==> config.mk <==
export PLATFORM = sky130hd
export DESIGN_NAME = trig_record_reader
export DESIGN_NICKNAME = d
export VERILOG_FILES = /design/src/rtl/trig_record_reader.sv
export SDC_FILE = /design/constraint.sdc
export NUM_CORES = 1
export LEC_CHECK = 0
export CAP_MARGIN = 5
export CORE_AREA = 2 2 241 243
export DETAILED_ROUTE_END_ITERATION = 7
export DIE_AREA = 0 0 243 245
export GPL_ROUTABILITY_DRIVEN = 0
export GPL_TIMING_DRIVEN = 0
export PLACE_DENSITY = 0.36
export REMOVE_ABC_BUFFERS = 1
export SKIP_CTS_REPAIR_TIMING = 1
export SLEW_MARGIN = 15
export SYNTH_ARGS = -nofsm -noshare
export SYNTH_HDL_FRONTEND = slang
export SYNTH_SLANG_ARGS = --single-unit
==> constraint.sdc <==
create_clock -name clk_adc -period 2.93 [get_ports clk_adc]
set_clock_uncertainty 0.1 [all_clocks]
set_input_delay 0.4395 -clock clk_adc [delete_from_list [all_inputs] [get_ports clk_adc]]
set_output_delay 0.4395 -clock clk_adc [all_outputs]
set_load 0.01 [all_outputs]
==> src/rtl/trig_record_reader.sv <==
// rtl/trig_record_reader.sv - read side of the trigger record ring, packs records into a 32-bit stream
// Optional start-time marker records: define TRIG_READER_START_TIME_EN.
module trig_record_reader #(
  parameter int          NREC   = 8,
  parameter int          TS_W   = 56,
  parameter logic [7:0]  HEADER = 8'hA5,
  localparam int         PW     = $clog2(NREC)
) (
  input  logic                   clk_adc,
  input  logic                   reset,
  input  logic                   resetClock,
  input  logic [NREC*8-1:0]      triggerFired,
  input  logic [NREC*TS_W-1:0]   clockCounter,
  input  logic [PW-1:0]          triggerCounter,
  input  logic [TS_W-1:0]        startTimeOut,
  output logic [31:0]            out_data,
  output logic                   out_valid,
  input  logic                   out_ready,
  output logic                   out_last,
  output logic [PW:0]            occupancy,
  output logic                   overflow,
  output logic                   busy
);

  localparam logic [2:0] IDLE    = 3'd0;
  localparam logic [2:0] CAPTURE = 3'd1;
  localparam logic [2:0] W0      = 3'd2;
  localparam logic [2:0] W1      = 3'd3;
  localparam logic [2:0] W2      = 3'd4;
`ifdef TRIG_READER_START_TIME_EN
  localparam logic [2:0] S0      = 3'd5;
  localparam logic [2:0] S1      = 3'd6;
`endif

  logic [2:0]      state_q, state_d;
  logic [PW-1:0]   rd_ptr_q, rd_ptr_d;
  logic [PW-1:0]   wr_q;
  logic [PW-1:0]   idx_q, idx_d;
  logic [7:0]      trig_q, trig_d;
  logic [TS_W-1:0] ts_q, ts_d;
  logic [15:0]     seq_q, seq_d;
  logic            overflow_q;
  logic [PW:0]     occupancy_q;

  logic            accept;
  logic            pending;
  logic            pending_keep;
  logic            wr_adv;
  logic [PW-1:0]   occ_now;
  logic            lose;

`ifdef TRIG_READER_START_TIME_EN
  logic [TS_W-1:0]  st_prev_q;
  logic [TS_W-1:16] st_latest_q;
  logic [TS_W-1:16] st_emit_q;
  logic             sync_pend_q;
  logic             sync_take;
`else
  logic unused_start_time;
  assign unused_start_time = ^startTimeOut;
`endif

  assign accept  = out_valid & out_ready;
  assign pending = (rd_ptr_q != wr_q);
  assign wr_adv  = (triggerCounter != wr_q);
  assign occ_now = wr_q - rd_ptr_q;
  // A write into a ring that already holds NREC-1 unread records wraps the
  // pointer onto rd_ptr: everything unread is gone and the ring looks empty.
  // A capture in the same cycle frees a slot, so that case is not a loss.
  assign lose         = wr_adv && (occ_now == PW'(NREC - 1)) && (state_q != CAPTURE);
  assign pending_keep = pending && !lose;

  assign occupancy = occupancy_q;
  assign overflow  = overflow_q;
  assign busy      = (state_q != IDLE);

  // Next-state and capture logic for the record packer.
  always_comb begin
    state_d  = state_q;
    rd_ptr_d = rd_ptr_q;
    idx_d    = idx_q;
    trig_d   = trig_q;
    ts_d     = ts_q;
    seq_d    = seq_q;
`ifdef TRIG_READER_START_TIME_EN
    sync_take = 1'b0;
`endif
    case (state_q)
      IDLE: begin
`ifdef TRIG_READER_START_TIME_EN
        if (sync_pend_q) begin
          state_d   = S0;
          sync_take = 1'b1;
        end else
`endif
        if (pending_keep) state_d = CAPTURE;
      end
      CAPTURE: begin
        trig_d   = triggerFired[32'(rd_ptr_q) * 8 +: 8];
        ts_d     = clockCounter[32'(rd_ptr_q) * TS_W +: TS_W];
        idx_d    = rd_ptr_q;
        rd_ptr_d = rd_ptr_q + 1'b1;
        state_d  = W0;
      end
      W0: if (accept) state_d = W1;
      W1: if (accept) state_d = W2;
      W2: begin
        if (accept) begin
          seq_d = seq_q + 16'd1;
`ifdef TRIG_READER_START_TIME_EN
          if (sync_pend_q) begin
            state_d   = S0;
            sync_take = 1'b1;
          end else
`endif
          if (pending_keep) state_d = CAPTURE;
          else              state_d = IDLE;
        end
      end
`ifdef TRIG_READER_START_TIME_EN
      S0: if (accept) state_d = S1;
      S1: begin
        if (accept) begin
          if (pending_keep) state_d = CAPTURE;
          else              state_d = IDLE;
        end
      end
`endif
      default: state_d = IDLE;
    endcase
  end

  // Stream word selection; words are held by the registered state and data.
  always_comb begin
    out_data  = 32'h0;
    out_valid = 1'b0;
    out_last  = 1'b0;
    case (state_q)
      W0: begin
        out_valid = 1'b1;
        out_data  = {HEADER, 5'b0, idx_q[2:0], trig_q, ts_q[TS_W-1 -: 8]};
      end
      W1: begin
        out_valid = 1'b1;
        out_data  = ts_q[47:16];
      end
      W2: begin
        out_valid = 1'b1;
        out_last  = 1'b1;
        out_data  = {ts_q[15:0], seq_q};
      end
`ifdef TRIG_READER_START_TIME_EN
      S0: begin
        out_valid = 1'b1;
        out_data  = {8'h5A, 16'b0, st_emit_q[TS_W-1 -: 8]};
      end
      S1: begin
        out_valid = 1'b1;
        out_last  = 1'b1;
        out_data  = st_emit_q[47:16];
      end
`endif
      default: ;
    endcase
  end

  // State registers; reset beats resetClock, and resetClock keeps seq running.
  always_ff @(posedge clk_adc) begin
    if (reset) begin
      state_q     <= IDLE;
      rd_ptr_q    <= '0;
      wr_q        <= '0;
      idx_q       <= '0;
      trig_q      <= '0;
      ts_q        <= '0;
      seq_q       <= '0;
      overflow_q  <= 1'b0;
      occupancy_q <= '0;
`ifdef TRIG_READER_START_TIME_EN
      st_prev_q   <= startTimeOut;
      st_latest_q <= '0;
      st_emit_q   <= '0;
      sync_pend_q <= 1'b0;
`endif
    end else if (resetClock) begin
      state_q     <= IDLE;
      rd_ptr_q    <= '0;
      wr_q        <= '0;
      overflow_q  <= 1'b0;
      occupancy_q <= '0;
`ifdef TRIG_READER_START_TIME_EN
      st_prev_q   <= startTimeOut;
`endif
    end else begin
      state_q     <= state_d;
      rd_ptr_q    <= rd_ptr_d;
      wr_q        <= triggerCounter;
      idx_q       <= idx_d;
      trig_q      <= trig_d;
      ts_q        <= ts_d;
      seq_q       <= seq_d;
      overflow_q  <= overflow_q | lose;
      occupancy_q <= {1'b0, occ_now};
`ifdef TRIG_READER_START_TIME_EN
      st_prev_q <= startTimeOut;
      if (startTimeOut != st_prev_q) begin
        sync_pend_q <= 1'b1;
        st_latest_q <= startTimeOut[TS_W-1:16];
      end else if (sync_take) begin
        sync_pend_q <= 1'b0;
      end
      if (sync_take) st_emit_q <= st_latest_q;
`endif
    end
  end

endmodule
== After elaboration in Yosys (flattened, before gate mapping) ==
Cells that the tools add are included.
Storage, ports and cells
  bits in registers: 97
  bits in latches: 0
  bits in writable memories: 0
  bits in read-only memories: 0
  input port bits: 575
  word-level logic and storage cells: 51
  memories: 0
Operators by class
  add/subtract/negate cells: 3
  $mul: 1
  div/mod/pow operators: 0
  magnitude comparators: 0
  equality and inequality tests: 12
  shift operators: 2
  mux-type cells: 9
  bitwise operators: 3
  reduce and logical (&&, ||, !) cells: 11
Operators by type and width (count)
  448-bit by 10-bit variable part select with 56-bit output: 1
  32-bit one-hot mux with 3 select lines: 1
  64-bit by 7-bit variable part select with 8-bit output: 1
  16-bit by 1-bit adder with 16-bit output, second input constant: 1
  3-bit one-hot mux with 5 select lines: 1
  3-bit 2-to-1 mux: 4
  2-bit != test, second input constant: 4
  3-bit by 2-bit == test with 1-bit output, second input constant: 2
  3-bit == test, second input constant: 2
  3-bit by 3-bit multiplier with 6-bit output, second input constant: 1
  3-bit != test: 2
  4-bit AND reduction: 1
  3-bit by 1-bit adder with 3-bit output, second input constant: 1
  3-bit by 1-bit == test with 1-bit output, second input constant: 1
  1-bit logical AND: 3
  3-bit zero test: 1
  1-bit 2-to-1 mux: 3
  3-bit by 1-bit != test with 1-bit output, second input constant: 1
  3-bit AND reduction: 1
  3-bit nonzero test: 1
  3-bit OR reduction: 1
  3-bit subtractor: 1
  2-bit AND reduction: 1
  2-bit OR reduction: 1
  other kinds (4): 4

== Depth between registers and ports, before layout ==
Gate-level depths: netlist (run 1).
  depth after elaboration: 9
  gate-level depth with buffers: 8
  mapped depth without buffers: 8

== Worst setup path after synthesis (run 1) ==
OpenSTA, ideal clock, no wires.
  path kind: register to register
  start point: register rd_ptr_q[1]
  end point: register state_q[0]
  library setup time: 132 ps
  arrival: 2314 ps
  data required time: 2698 ps
  slack: 383 ps
  cell stages (with the launch flop): 8
  path buffers: 2
  path through: dfxtp_1 > clkbuf_1 > clkbuf_1 > inv_1 > fa_1 > or3b_2 > a211oi_1 > a211oi_1
Between the ends
  cells in the longest elaborated chain, start to end: 9
Ends and longest elaborated chain
  start: declaration: RTL line 36  | logic [PW-1:0] rd_ptr_q, rd_ptr_d;
  start signal: assignment: RTL line 196  | rd_ptr_q <= rd_ptr_d;
  3-bit subtractor *: RTL line 66  | assign occ_now = wr_q - rd_ptr_q;
  named net occ_now[1]: RTL line 49  | logic [PW-1:0] occ_now;
  3-bit == test *: RTL line 70  | assign lose = wr_adv && (occ_now == PW'(NREC - 1)) && (state_q != CAPTURE);
  1-bit logical AND * (2 in series): RTL line 70
  1-bit zero test *: RTL line 71  | assign pending_keep = pending && !lose;
  1-bit logical AND *: RTL line 71
  1-bit 2-to-1 mux: RTL line 116  | if (pending_keep) state_d = CAPTURE;
  3-bit 2-to-1 mux: RTL line 108  | if (accept) begin
  3-bit one-hot mux with 5 select lines: RTL line 88  | case (state_q)
  end signal: assignment: RTL line 195  | state_q <= state_d;
  end: declaration: RTL line 35  | logic [2:0] state_q, state_d;
Mark *: on every way through the listed nets, which the timed path passes. The rest lies on a longest branch. The select of a mux whose other input is x is not followed.
A chain may end at the register's enable or synchronous reset.

== Final worst setup path (run 1) ==
  start point: register state_q[0]
  end point: output out_data[18]
Between the ends
  cells in the longest elaborated chain, start to end: 2
Ends and longest elaborated chain
  3-bit == test or 3-bit by 2-bit == test with 1-bit output (tied branches): RTL line 138  | case (state_q)
  32-bit one-hot mux with 3 select lines *: RTL line 138
  end: declaration: RTL line 16  | output logic [31:0] out_data,
Every way passes the cells marked *; elsewhere a longest branch is shown, timed or not.

==> results of run 1 <==
[Yosys cell counts, drive strengths merged, types with 2 or more instances]
library cell,instances
inv,8
nand3,8
a31oi,2
nor4,3
o21ai,25
mux2i,83
and4,2
nor3b,2
or3,3
nor2b,5
xnor2,7
nand2,37
nand2b,4
a21oi,10
or3b,2
dfxtp,96
mux2,3
o311ai,2
a211oi,66
and3,3
a22o,9
nor2,93
buf,41
ha,4
mux4,128
nand4,5
clkbuf,35
and2,4
xor2,10
[layer usage]
metal  vias to the layer above  wire, um
met2                       262     20760
met4                         0       393
li1                       3831         -
met3                        18      2342
met1                      3832     15350
met5                         -         0
[kinds of logic after synthesis]
family | count (synthesis) | synth area share (%)
other | 1 | 0.04765
AOI/OAI and AO/OA | 118 | 10.30
and+or+nand+nor | 175 | 10.19
buffers and inverters | 84 | 4.642
DFF | 96 | 24.42
muxes | 214 | 47.62
xor gates and xnor gates | 17 | 1.892
adders and majority gates | 5 | 0.8903
[power by group through the flow]
stage	logic [mW]	registers [mW]	clock network [mW]
after floorplan	0.376	1.43	0
after global placement	1.19	1.46	0
after detailed placement	1.21	1.42	0
after CTS	1.21	1.39	1.39
after global routing	1.30	1.38	1.43
final	1.21	1.38	1.30
[state kept, by name, summed over array words and instances (netlist names)]
name / flops
ts_q: 56
seq_q: 16
trig_q: 8
idx_q: 3
occupancy: 3
rd_ptr_q: 3
state_q: 3
wr_q: 3
overflow: 1
[worst paths after layout]
check         startpoint           end  slack [ps]  cells past startpoint
max           state_q[0]  out_data[18]         130                      6
min             idx_q[1]      idx_q[1]         360                      2
max reg2reg  rd_ptr_q[0]    state_q[0]         240                      7
min reg2reg     idx_q[1]      idx_q[1]         360                      2
[worst reg2reg max path, stage by stage, from the launching register on]
cell and delay [ps]:
dfxtp_4 650, buf_16 300, ha_1 200, inv_1 50, fa_1 510, or3b_2 470, a211oi_1 230, a211oi_1 70
[through the flow]
stage               TNS [ps]  power [mW]  hold WS (ps)  util [%]  instance area, um^2
floorplan            -283270       1.807         329.6         -                 7535
global placement     -591440       2.647         345.3     24.66                14070
detailed placement    -12310       2.630         349.1     25.32                14440
CTS                   -26050       3.993         359.5     25.88                14760
global route               0       4.115         394.3     26.17                14930
finish                     0       3.887         358.1     26.18                14930
[area by class of cell]
type                       instances  area [um^2]  share of cell area, %
inverter                           8        42.54                 0.2849
tap                              765        957.2                  6.411
antenna                            3        7.507                0.05028
sequential                        96         1937                  12.97
multi-input combinational        530         5608                  37.56
timing repair buffer             576         6061                  40.59
clock buffer                      13        291.5                  1.953
clock inverter                     3        26.28                 0.1760
==> impl_metrics.tcl, run 1 <==
set metrics [dict create \
    syn_area_um2 7870 \
    fin_ws_ps 127.3 \
    drv_slew 0 \
    yosysSeqAreaShare_pct 24.42 \
    cts_sinks 96 \
    synth_edf_count 0 \
    internal_power_mw 2.940 \
    min_period_ps 2803 \
    grt_pass1_vias 8736 \
    core_um2 57030 \
    hold_class "reg2reg" \
    grtUsageMet3_pct 3.543 \
    pwr-share-seq_pct 35.4 \
    grt_pass1_wl_um 56240 \
    outcome "finished, final reports clean" \
    ys_ff_latch 96 \
    grt_most_used_layer "met2" \
    timing.fmax_mhz 356.8 \
    io_buffer_count 557 \
    drt-initial-drc-count 159 \
    ys_top_cells_by_area "mux4_2, dfxtp_1, mux2i_1" \
    vias_per_cell 3.983 \
    combPwrFrac_pct 31.0 \
    yosys_warnings 0 \
    start_kind "flip-flop" \
    placedCellCount 1970 \
    hold_violations 0 \
    worstPathCellList "buf_16 > or3b_4 > clkinv_8 > nand2_1 > o21ai_0 > clkdlybuf4s50_1" \
    final_nets 1801 \
    slew_headroom_pct 53.66 \
    p_sw_share_pct 24.36 \
    critical_path_required_ps 2390 \
    die_y_um 245 \
    cp_slowest_cell "clkdlybuf4s50_1" \
    worst_setup_path_end_kind "output pin" \
    ant_nets 0 \
    powerDensity_nw_per_um2 260.3 \
    dp_slack_ps -537.0 \
    syn-instance-count 710 \
    cp.buffers_inverters 3 \
    synth_top_area_share_pct 36.63 \
    final_cell_mix "clkdlybuf4s50_1, mux4_2, nor2_1, dfxtp_1, mux2i_1" \
    ir_drop_uv 242.1 \
    clk_path_buf_depth 2 \
    layout_commonest_cell "clkdlybuf4s50_1" \
    setup_viol 0 \
    track_usage_pct 12.55 \
    start_util_pct 13.80 \
    clk_latency_ps 360 \
    cts-buffers-inserted 9 \
    cts_tree "built" \
    n_fill_cell 6134 \
    crit_family "buffers and inverters" \
    worst_pin_slew_ps 693.7 \
    row_count 88 \
    layout-drive-gt1-share_pct 14.76 \
    fin_cells 1994 \
    grt-ovfl-total 0 \
    use_met1_pct 14.22 \
    power.leakage_nw 4.974 \
    place_hpwl_um 31800 \
    worst-path-max-fanout 18 \
    cts_root_buf "clkbuf_16" \
    drc_errors 0 \
    synth_area_leader_cell "mux4_2" \
    ys.flop_type "dfxtp_1" \
    crit_type "reg2out" \
    use_met2_pct 23.66 \
    die_x_um 243 \
    route.vias.total 7943 \
    drv_cap 0 \
    die_area_um2 59540 \
    rsz0062_at_grt "no" \
    slowest_delay_ps 610 \
    htreeDepth 3 \
    postSynthAreaPerCell_um2 11.08 \
    crit_arrival_ps 2260 \
    finalWirelength_um 38850 \
    firstDrtPassIters 4 \
    p_switching_uw 946.7 \
    grt_max_degree 53 \
    cts.clk_slew.worst_paths_ps 70 \
    antenna_found_initial 2 \
    synth_cell_types 44 \
    synthArstFlopShare_pct 0 \
    clock_power_share_pct 33.5 \
    wl_per_cell_um 19.48 \
    io_pins 615 \
    areaGrowthSynthToFinish_pct 89.71 \
    final.period_utilization_pct 95.65 \
]
Note: power is estimated with default switching activity, not from simulation.
==> run 2: changes to the inputs <==
clock period = 3 ns   (was 2.93 ns; I/O delays follow)
==> impl_metrics.tcl, run 2 (synthesis gave the netlist of run 1 again) <==
set metrics [dict create \
    r2r_slack_ps 320 \
    finalWirelength_um 38770 \
    clk_path_buf_depth 2 \
    pwr-share-seq_pct 35.4 \
    cp_slowest_cell "clkdlybuf4s50_1" \
    worstPathCellList "buf_16 > or3b_4 > clkinv_8 > buf_16 > a22o_1 > clkdlybuf4s50_1" \
    row_count 88 \
    drt-initial-drc-count 167 \
    internal_power_mw 2.871 \
    firstDrtPassIters 4 \
    grt_pass1_wl_um 56240 \
    regArea_um2 1937 \
    hold_class "reg2reg" \
    place_hpwl_um 31800 \
    combPwrFrac_pct 31.0 \
    io_buffer_count 557 \
    critical_path_required_ps 2450 \
    route.vias.total 7937 \
    place_area_um2 14440 \
    p_sw_share_pct 24.42 \
    cts_tree "built" \
    areaGrowthSynthToFinish_pct 89.59 \
    grt-ovfl-total 0 \
    cp.buffers_inverters 4 \
    powerDensity_nw_per_um2 254.6 \
    crit_family "buffers and inverters" \
    worst_setup_path_end_kind "output pin" \
    min_period_ps 2911 \
    ir_drop_uv 236.4 \
    slowest_delay_ps 570 \
    worst-path-max-fanout 18 \
    startpoint "state_q[0]" \
    drc_errors 0 \
    setup_viol 0 \
    core_um2 57030 \
    stdcell_area_um2 14920 \
    r2r_start "rd_ptr_q[0]" \
    vias_per_cell 3.980 \
    htreeDepth 3 \
    endpoint "out_data[25]" \
    cp.depth 6 \
    drv_slew 0 \
    die_x_um 243 \
    hold_violations 0 \
    cts_root_buf "clkbuf_16" \
    reg2regPathDepth 7 \
    p_switching_uw 927.7 \
    antenna_found_initial 2 \
    drv_cap 0 \
    placedCellCount 1970 \
    grt_pass1_vias 8736 \
    cts_sinks 96 \
    outcome "finished, final reports clean" \
    track_usage_pct 12.55 \
    r2r-end "state_q[0]" \
    final_cell_mix "clkdlybuf4s50_1, mux4_2, nor2_1, dfxtp_1, mux2i_1" \
    slew_headroom_pct 53.70 \
    grt_max_degree 53 \
    io_pins 615 \
    crit_type "reg2out" \
    final.period_utilization_pct 97.02 \
    n_fill_cell 6134 \
    start_kind "flip-flop" \
    die_y_um 245 \
    wl_per_cell_um 19.45 \
    layout-drive-gt1-share_pct 14.76 \
    worst_pin_slew_ps 693.1 \
    cpMostUsedCell "buf_16" \
    top_register "ts_q" \
    cts-buffers-inserted 9 \
    power.leakage_nw 4.936 \
    multi_input_comb_area_um2 5603 \
    largest_reg_flops 56 \
    reg.largest.list "ts_q (56), seq_q (16), trig_q (8)" \
    clk_latency_ps 360 \
    ant_nets 0 \
    final_nets 1801 \
    cts.clk_slew.worst_paths_ps 70 \
    fin_cells 1994 \
    clock_power_share_pct 33.6 \
    crit_arrival_ps 2360 \
    die_area_um2 59540 \
    layout_commonest_cell "clkdlybuf4s50_1" \
    start_util_pct 13.80 \
    timing.fmax_mhz 343.6 \
]
-- run 2: cell type report --
type | count | share of cell area, %
Multi-Input combinational cell | 530 | 37.55
Clock buffer | 13 | 1.954
Antenna cell | 3 | 0.05031
Timing Repair Buffer | 576 | 40.59
Tap cell | 765 | 6.415
Clock inverter | 3 | 0.1761
Inverter | 8 | 0.2851
Sequential cell | 96 | 12.98
-- run 2: worst min path at each step --
stage | cells after the start | end | from | slack, ps
finish | 2 | idx_q[1] | idx_q[1] | 360
floorplan | 2 | idx_q[0] | idx_q[0] | 330
global route | 2 | idx_q[0] | idx_q[0] | 390
detailed placement | 2 | idx_q[1] | idx_q[1] | 350
global placement | 2 | idx_q[2] | idx_q[2] | 350
CTS | 2 | idx_q[1] | idx_q[1] | 360
-- run 2: power by group through the flow --
stage	Sequential [mW]	Clock [mW]	Combinational, mW
4_1_cts	1.36	1.36	1.19
3_3_place_gp	1.42	0	1.16
6_report	1.34	1.28	1.18
2_1_floorplan	1.40	0	0.368
5_1_grt	1.35	1.40	1.27
3_5_place_dp	1.39	0	1.18
-- run 2: through the flow --
step / power, mW / hold slack (ps) / utilization (%) / setup slack, ps / TNS (ps)
after detailed placement: 2.569 / 349.1 / 25.32 / -477.5 / -9085
final: 3.799 / 358.3 / 26.16 / 89.26 / 0
after global routing: 4.019 / 394.3 / 26.15 / -1.458 / -1.458
after floorplan: 1.765 / 329.6 / - / -4206 / -278020
after global placement: 2.585 / 345.3 / 24.66 / -6738 / -582840
after CTS: 3.900 / 359.5 / 25.88 / -889.5 / -22690
-- run 2: per-layer routing --
metal  up-vias  track usage (%)  wire length, um
met5         -                0                0
met4         0            1.877              393
met3        18            3.543             2346
met2       264            23.66            20740
met1      3823            14.22            15300
li1       3832                -                -
-- run 2: worst register-to-register path: cells and delay by family (launching register included) --
kind	cells	cell delay (ps)
AOI/OAI and AO/OA	2	300
DFF	1	650
buffers and inverters	2	350
and+or+nand+nor	1	470
adders and majority gates	2	710
==> run 3: changes to the inputs <==
SLEW_MARGIN = 20   (was 15)
==> impl_metrics.tcl, run 3 (synthesis gave the netlist of run 1 again) <==
set metrics [dict create \
    io_buffer_count 557 \
    areaGrowthSynthToFinish_pct 89.27 \
    cts.clk_slew.worst_paths_ps 70 \
    cts_tree "built" \
    final_nets 1801 \
    place_area_um2 14470 \
    powerDensity_nw_per_um2 248.8 \
    outcome "finished, final reports clean" \
    finalPower_mw 3.707 \
    clk_latency_ps 360 \
    wl_per_cell_um 19.45 \
    vias_per_cell 3.983 \
    setup_viol 0 \
    worst_setup_path_end_kind "output pin" \
    core_um2 57030 \
    antenna_found_initial 3 \
    final_cell_mix "clkdlybuf4s50_1, mux4_2, nor2_1, dfxtp_1, mux2i_1" \
    ir_drop_uv 232.9 \
    use_met1_pct 14.27 \
    cts_sinks 96 \
    worst-path-max-fanout 18 \
    critical_path_required_ps 2450 \
    crit_arrival_ps 2350 \
    firstDrtPassIters 4 \
    grt_max_degree 53 \
    placedCellCount 1971 \
    die_x_um 243 \
    crit_type "reg2out" \
    grt_pass1_vias 8745 \
    slew_headroom_pct 49.77 \
    n_fill_cell 6127 \
    power.leakage_nw 4.922 \
    grtUsageMet3_pct 3.466 \
    drc_errors 0 \
    hold_class "reg2reg" \
    grt_pass1_wl_um 56180 \
    layout-drive-gt1-share_pct 14.68 \
    rsz0062_at_grt "no" \
    die_y_um 245 \
    io_pins 615 \
    top_register "ts_q" \
    die_area_um2 59540 \
    fin_cells 1994 \
    htreeDepth 3 \
    row_count 88 \
    timing.fmax_mhz 344.4 \
    finalSetupTns_ps 0 \
    worst_pin_slew_ps 751.9 \
    dp_slack_ps -452.3 \
    finalWirelength_um 38790 \
    cts-buffers-inserted 9 \
    stdcell_area_um2 14900 \
    track_usage_pct 12.58 \
    drv_cap 0 \
    fin_ws_ps 96.10 \
    drt-initial-drc-count 230 \
    place_hpwl_um 31810 \
    layout_commonest_cell "clkdlybuf4s50_1" \
    grt_most_used_layer "met2" \
    final.period_utilization_pct 96.80 \
    largest_reg_flops 56 \
    use_met2_pct 23.52 \
    hold_violations 0 \
    ant_nets 0 \
    start_util_pct 13.80 \
    min_period_ps 2904 \
    clk_path_buf_depth 2 \
    start_kind "flip-flop" \
    route.vias.total 7942 \
    reg.largest.list "ts_q (56), seq_q (16), trig_q (8)" \
    cts_root_buf "clkbuf_16" \
    drv_slew 0 \
    grt-ovfl-total 0 \
]
## run 3: cell types whose count changed in the layout (fill, tap and decap cells not counted), sizes merged
cell	before	now
clkbuf	14	12
clkinv	1	3
## run 3: final timing paths
kind / start / to / slack, ps / depth (start not counted)
max: state_q[0] / out_data[20] / 100 / 6
min: idx_q[2] / idx_q[2] / 360 / 2
max reg2reg: state_q[0] / ts_q[3] / 320 / 7
min reg2reg: idx_q[2] / idx_q[2] / 360 / 2
## run 3: report_power, final
| group | leakage (nW) | switching, mW | total, mW | internal (mW) |
|---|---|---|---|---|
| logic | 4.00 | 0.318 | 1.18 | 0.864 |
| registers | 0.781 | 0.0267 | 1.34 | 1.31 |
| clock network | 0.141 | 0.588 | 1.18 | 0.595 |
| total | 4.92 | 0.933 | 3.71 | 2.77 |
## run 3: layer usage
layer	routed length (um)	vias up
met3	2460	18
met1	15140	3821
met4	357	0
met2	20830	276
met5	0	-
li1	-	3827
## run 3: per-stage QoR
stage / hold WS [ps] / utilization, %
6_report: 358.7 / 26.12
3_3_place_gp: 345.3 / 24.66
3_5_place_dp: 349.6 / 25.37
2_1_floorplan: 329.6 / -
4_1_cts: 360.3 / 25.86
5_1_grt: 386.6 / 26.11
## run 3: final cells by class
class	count	area (um^2)	area share, %
Tap cell	765	957.2	6.426
Timing Repair Buffer	576	6063	40.71
Clock inverter	5	37.54	0.2520
Inverter	8	42.54	0.2856
Antenna cell	3	7.507	0.05040
Sequential cell	96	1937	13.00
Multi-Input combinational cell	530	5608	37.65
Clock buffer	11	242.7	1.630
## run 3: worst max-delay path: stages (launching register included)
cell and delay (ps):
dfxtp_4 360, buf_16 160, or3b_4 440, clkinv_8 130, buf_16 170, a22o_1 150, clkdlybuf4s50_1 570
